## src/rtl/lab2_pkg.sv

```systemverilog
// lab2_pkg: shared widths and types for the lab2 datapath.
// Exports SUM_W (adder operand width, shared with multer/cqrt ports),
// SUM_N (number of shared-adder clients) and the lock FSM state type.
package lab2_pkg;
  localparam int SUM_W = 8;
  localparam int SUM_N = 2;
  typedef enum logic {LK_FREE, LK_HELD} lock_e;
endpackage

```

## src/rtl/rr_arbiter.sv

```systemverilog
// rr_arbiter: combinational N-way round-robin pick starting after last.
// Ports: req (request vector), last (index served previously),
//        grant (one-hot winner), idx (winner index), valid (any request).
module rr_arbiter #(
  parameter int N = 2
) (
  input  logic [N-1:0]         req,
  input  logic [$clog2(N)-1:0] last,
  output logic [N-1:0]         grant,
  output logic [$clog2(N)-1:0] idx,
  output logic                 valid
);
  localparam int IW = $clog2(N);
  // Two descending passes: the wrapped range 0..last first, then last+1..N-1
  // overrides it, so the lowest index above last wins, else the lowest overall.
  always_comb begin
    idx = '0;
    for (int j = N - 1; j >= 0; j--) if (req[j] && j <= int'(last)) idx = IW'(j);
    for (int j = N - 1; j >= 0; j--) if (req[j] && j > int'(last)) idx = IW'(j);
  end
  assign valid = |req;
  assign grant = valid ? N'(1) << idx : '0;
endmodule

```

## src/rtl/sum_server.sv

```systemverilog
// sum_server: time-shared adder serving N clients over req/gnt/done with bus lock.
// Ports: clk, rst (sync active-high), req/lock/cin (per client), a/b (flattened
//        operands, client i at [i*WIDTH +: WIDTH]), gnt/done (registered one-hot),
//        y (registered WIDTH+1 sum, holds when idle), busy (combinational).
module sum_server
  import lab2_pkg::*;
#(
  parameter int WIDTH = SUM_W,
  parameter int N     = SUM_N
) (
  input  logic               clk,
  input  logic               rst,
  input  logic [N-1:0]       req,
  input  logic [N-1:0]       lock,
  input  logic [N-1:0]       cin,
  input  logic [N*WIDTH-1:0] a,
  input  logic [N*WIDTH-1:0] b,
  output logic [N-1:0]       gnt,
  output logic [N-1:0]       done,
  output logic [WIDTH:0]     y,
  output logic               busy
);
  localparam int IW = $clog2(N);
  lock_e            lock_q, lock_d;
  logic [IW-1:0]    owner_q, owner_d, last_q, last_d, win, sel;
  logic [N-1:0]     gnt_q, gnt_d, win_oh;
  logic [WIDTH:0]   y_q, y_d;
  logic [WIDTH-1:0] a_sel, b_sel;
  logic             win_ok, hold, fire, c_sel;
  // last stays frozen while locked, so it equals owner and the arbiter
  // naturally restarts at owner+1 on the releasing edge.
  rr_arbiter #(.N(N)) u_arb (
    .req  (req),
    .last (last_q),
    .grant(win_oh),
    .idx  (win),
    .valid(win_ok)
  );
  always_comb begin
    a_sel = '0;
    b_sel = '0;
    c_sel = 1'b0;
    for (int j = 0; j < N; j++) begin
      if (sel == IW'(j)) begin
        a_sel = a[j*WIDTH +: WIDTH];
        b_sel = b[j*WIDTH +: WIDTH];
        c_sel = cin[j];
      end
    end
  end
  always_comb begin
    hold    = lock_q == LK_HELD && req[owner_q] && lock[owner_q];
    sel     = hold ? owner_q : win;
    fire    = hold || win_ok;
    gnt_d   = hold ? N'(1) << owner_q : win_oh;
    y_d     = fire ? {1'b0, a_sel} + {1'b0, b_sel} + (WIDTH+1)'(c_sel) : y_q;
    last_d  = (!hold && win_ok) ? win : last_q;
    lock_d  = (hold || (win_ok && lock[win])) ? LK_HELD : LK_FREE;
    owner_d = (!hold && win_ok && lock[win]) ? win : owner_q;
  end
  always_ff @(posedge clk) begin
    if (rst) begin
      lock_q  <= LK_FREE;
      owner_q <= '0;
      last_q  <= IW'(N - 1);
      gnt_q   <= '0;
      y_q     <= '0;
    end else begin
      lock_q  <= lock_d;
      owner_q <= owner_d;
      last_q  <= last_d;
      gnt_q   <= gnt_d;
      y_q     <= y_d;
    end
  end
  assign gnt  = gnt_q;
  assign done = gnt_q;
  assign y    = y_q;
  assign busy = |req || lock_q == LK_HELD;
endmodule

```

## config.mk

```make
export PLATFORM = sky130hd
export DESIGN_NAME = sum_server
export DESIGN_NICKNAME = d
export VERILOG_FILES = /design/src/rtl/lab2_pkg.sv /design/src/rtl/rr_arbiter.sv /design/src/rtl/sum_server.sv
export SDC_FILE = /design/constraint.sdc
export NUM_CORES = 1
export LEC_CHECK = 0
export ABC_AREA = 1
export CORE_MARGIN = 4
export CORE_UTILIZATION = 37
export DETAILED_ROUTE_END_ITERATION = 7
export PLACE_DENSITY_LB_ADDON = 0.1
export SLEW_MARGIN = 20
export SYNTH_ARGS = -nofsm -noshare
export SYNTH_HDL_FRONTEND = slang
export SYNTH_SLANG_ARGS = --single-unit
```

## constraint.sdc

```tcl
create_clock -name clk -period 2.57 [get_ports clk]
set_clock_uncertainty 0.1 [all_clocks]
set_input_delay 0.514 -clock clk [delete_from_list [all_inputs] [get_ports clk]]
set_output_delay 0.514 -clock clk [all_outputs]
set_load 0.05 [all_outputs]
```

==> metrics <==
# setup viols final 0; worst endpoint data arrival time 2.65 ns; commonest non-fill, non-tap cell in the layout nand2_1; clk_lat worst skew 0.28 ns; reg2reg path depth 19; Clock H-tree levels 1; # rows 19; Post-Synthesis Net Count 234; Synth area leaders nand2_1 (26%), dfxtp_1 (25%), ha_1 (7.8%); root buffer cell clkbuf_4; delay-heaviest family, CP simple AND/OR/NAND/NOR gates; CP Launch Point owner_q$_SDFFE_PP0P_; crit path time final 2.57 ns; cts bufs inserted 3; die area 0.00399 sq mm; status finished clean; vias per inst 4.80; Hold Path Class flop to flop; Worst Hold Path Cells 2; Post-Syn Area 0.00112 sq mm; Layout area overhead 77.6%; Vias 1401; hold endpoint owner_q$_SDFFE_PP0P_; I/O pins 54; synth warn 0; sequential share of the synthesized area 24.9%; reg-to-reg startpoint owner_q$_SDFFE_PP0P_; ys async rst share 0%; cell taking the most area after synthesis nand2_1; Remaining DRCs 0; crit path buf inv count 4; chip height 63.1 microns; Iteration-0 DRC Markers 50; CP Cell Sequence inv_4 > nand3_2 > nand2_2 > nand2_4 > o21ai_4 > buf_12 > nand2_2 > o21ai_2 > fa_2 > inv_2 > fa_2 > nand2_2 > nand2_4 > nand3b_1 > nand2_1 > nand2_1 > nand3_1 > nand2_1 > inv_1; Slowest-stage cell, CP fa_2; Worst Tran Pin Value 0.508 ns; total power draw 1.02 mW; WS Path Type flop to flop; Initial Util 39.8%; Max-cap violations 0; CP required 2.66 ns; Leak 1.00 nW; count of pins over their slew limit 0; DP Cell Count 282; Critical Path End Type flop; initial antenna violation count 0; Tcrit/Tclk final 100%; DRT Wirelength 3.54 mm; vias in the first global route 1355; Util after Layout 70.6%; Overall Global Routing Usage 18.3%; pin count of the biggest net entering global routing 19; GR Overflow Total 0; number of enable flip-flop cells after synthesis 0; Detailed Place HPWL 2.73 mm; startpoint of the worst hold path owner_q$_SDFFE_PP0P_; synthesis-stage register bit count 14; CTS tree done; slowest stage delay, CP 0.40 ns; Synth Instances 185; Mean Syn Cell Area 6.08 sq um; crit path max fanout 5; # clock sinks 14; CP Launch Type flop; RD Place Congestion 0.826; Core Area 0.00283 sq mm; die extent in x 63.1 microns; Routed wire per std cell 12.1 microns; Non-Filler Instances 292; PortBufs 53; Slew HR 66.0%; main flop type after synthesis dfxtp_1; Yosys cell types 24; first-pass GRT wire length 5.98 mm; antenna viol nets, final 0; Max VDD drop 0.220 mV; # diodes 0; drt first pass iters 4; P per Cell Area 509 mW/mm^2; Hold Vio Cnt, Final 0; R2R Setup Slk 0.001 ns; worst reg2reg path endpoint y[6]$_SDFFE_PP0P_; share of cells above drive strength 1 23.4%; Hold Buf Count CTS 0; hold slack 0.420 ns; commonest cells after routing, fill and taps aside nand2_1 (69), clkdlybuf4s50_1 (48), buf_4 (23); nets 311; share of the synthesized area in the top cell type 25.7%; RSZ-0062 raised after global routing true; CTS Buffer Depth 2; clock-pin transition on the worst setup and hold timing paths 0.08 ns; Max Fclk 389 MHz
## per-stage QoR
| step | setup WS (ns) | instance area (sq um) | TNS, ns |
|---|---|---|---|
| after floorplan | 0.00210 | 1120 | 0 |
| after global placement | -0.516 | 1800 | -3.42 |
| after detailed placement | -0.616 | 1800 | -4.11 |
| after CTS | 0.00128 | 1930 | 0 |
| after global routing | -0.180 | 2000 | -0.499 |
| final | 0.00124 | 2000 | 0 |
## power by group
part           internal [mW]  total, mW  switching [mW]  leakage [nW]
clock                 0.0861      0.158          0.0714        0.0210
sequential             0.248      0.265          0.0170         0.117
combinational          0.276      0.595           0.319         0.864
## final cells by class
cell class | instances | area [sq um]
Timing Repair Buffer | 78 | 732
Clock buffer | 4 | 36.3
Inverter | 20 | 77.6
Sequential cell | 14 | 284
Tap cell | 31 | 38.8
Fill cell | 243 | 831
Multi-Input combinational cell | 145 | 830
## state kept, by name, summed over array words and instances, names as in the netlist
name / flops
last_q: 1
done: 2
y: 9
owner_q: 1
lock_q: 1
## worst max-delay path by stage
stage	depth (start not counted)	slack [ns]	to
after global placement	17	-0.52	y[8]$_SDFFE_PP0P_
after global routing	19	-0.18	y[6]$_SDFFE_PP0P_
after floorplan	16	0.002	y[8]$_SDFFE_PP0P_
after detailed placement	17	-0.62	y[8]$_SDFFE_PP0P_
after CTS	17	0.001	y[7]$_SDFFE_PP0P_
final	19	0.001	y[6]$_SDFFE_PP0P_
## cell usage after synthesis (all sizes together) (3+ instances only)
master,number
nand2,78
ha,7
dfxtp,14
inv,20
nand3b,3
nor2,15
or2,3
a21oi,9
buf,5
o21ai,12
nand3,11
## routing by layer
layer / GRT usage (%) / vias up / wire [microns] / share of wire, %
li1: - / 732 / - / -
met1: 20.3 / 634 / 1390 / 39
met4: 5.23 / 0 / 28 / 0.79
met2: 35.7 / 31 / 2000 / 57
met3: 2.49 / 4 / 115 / 3.2
met5: 0 / - / 0 / 0
## worst reg2reg max path, stage by stage (launching register included)
cell	delay, ns
dfxtp_4	0.37
inv_4	0.06
nand3_2	0.06
nand2_2	0.08
nand2_4	0.07
o21ai_4	0.22
buf_12	0.16
nand2_2	0.05
o21ai_2	0.07
fa_2	0.23
inv_2	0.05
fa_2	0.40
nand2_2	0.10
nand2_4	0.06
nand3b_1	0.12
nand2_1	0.07
nand2_1	0.07
nand3_1	0.06
nand2_1	0.07
inv_1	0.03
## kinds of logic after synthesis
family                   synth area share, %
AND/OR/NAND/NOR                         40.4
buffers and inverters                   10.5
AO/OA/AOI/OAI                           11.3
flip-flops                              24.9
adder cells (fa/ha/maj)                 11.3
XOR/XNOR                                1.56
## repair_timing
| item | in CTS | in global routing |
|---|---|---|
| endpoints found under the hold margin | 0 | 0 |
| resized for setup | 25 | 22 |
| pin swaps | 6 | 13 |
| setup buffers | 1 | 4 |
| gates cloned | 1 | 0 |
| endpoints found under the setup margin | 8 | 8 |
No activity file was read; power rests on OpenSTA's default activity.
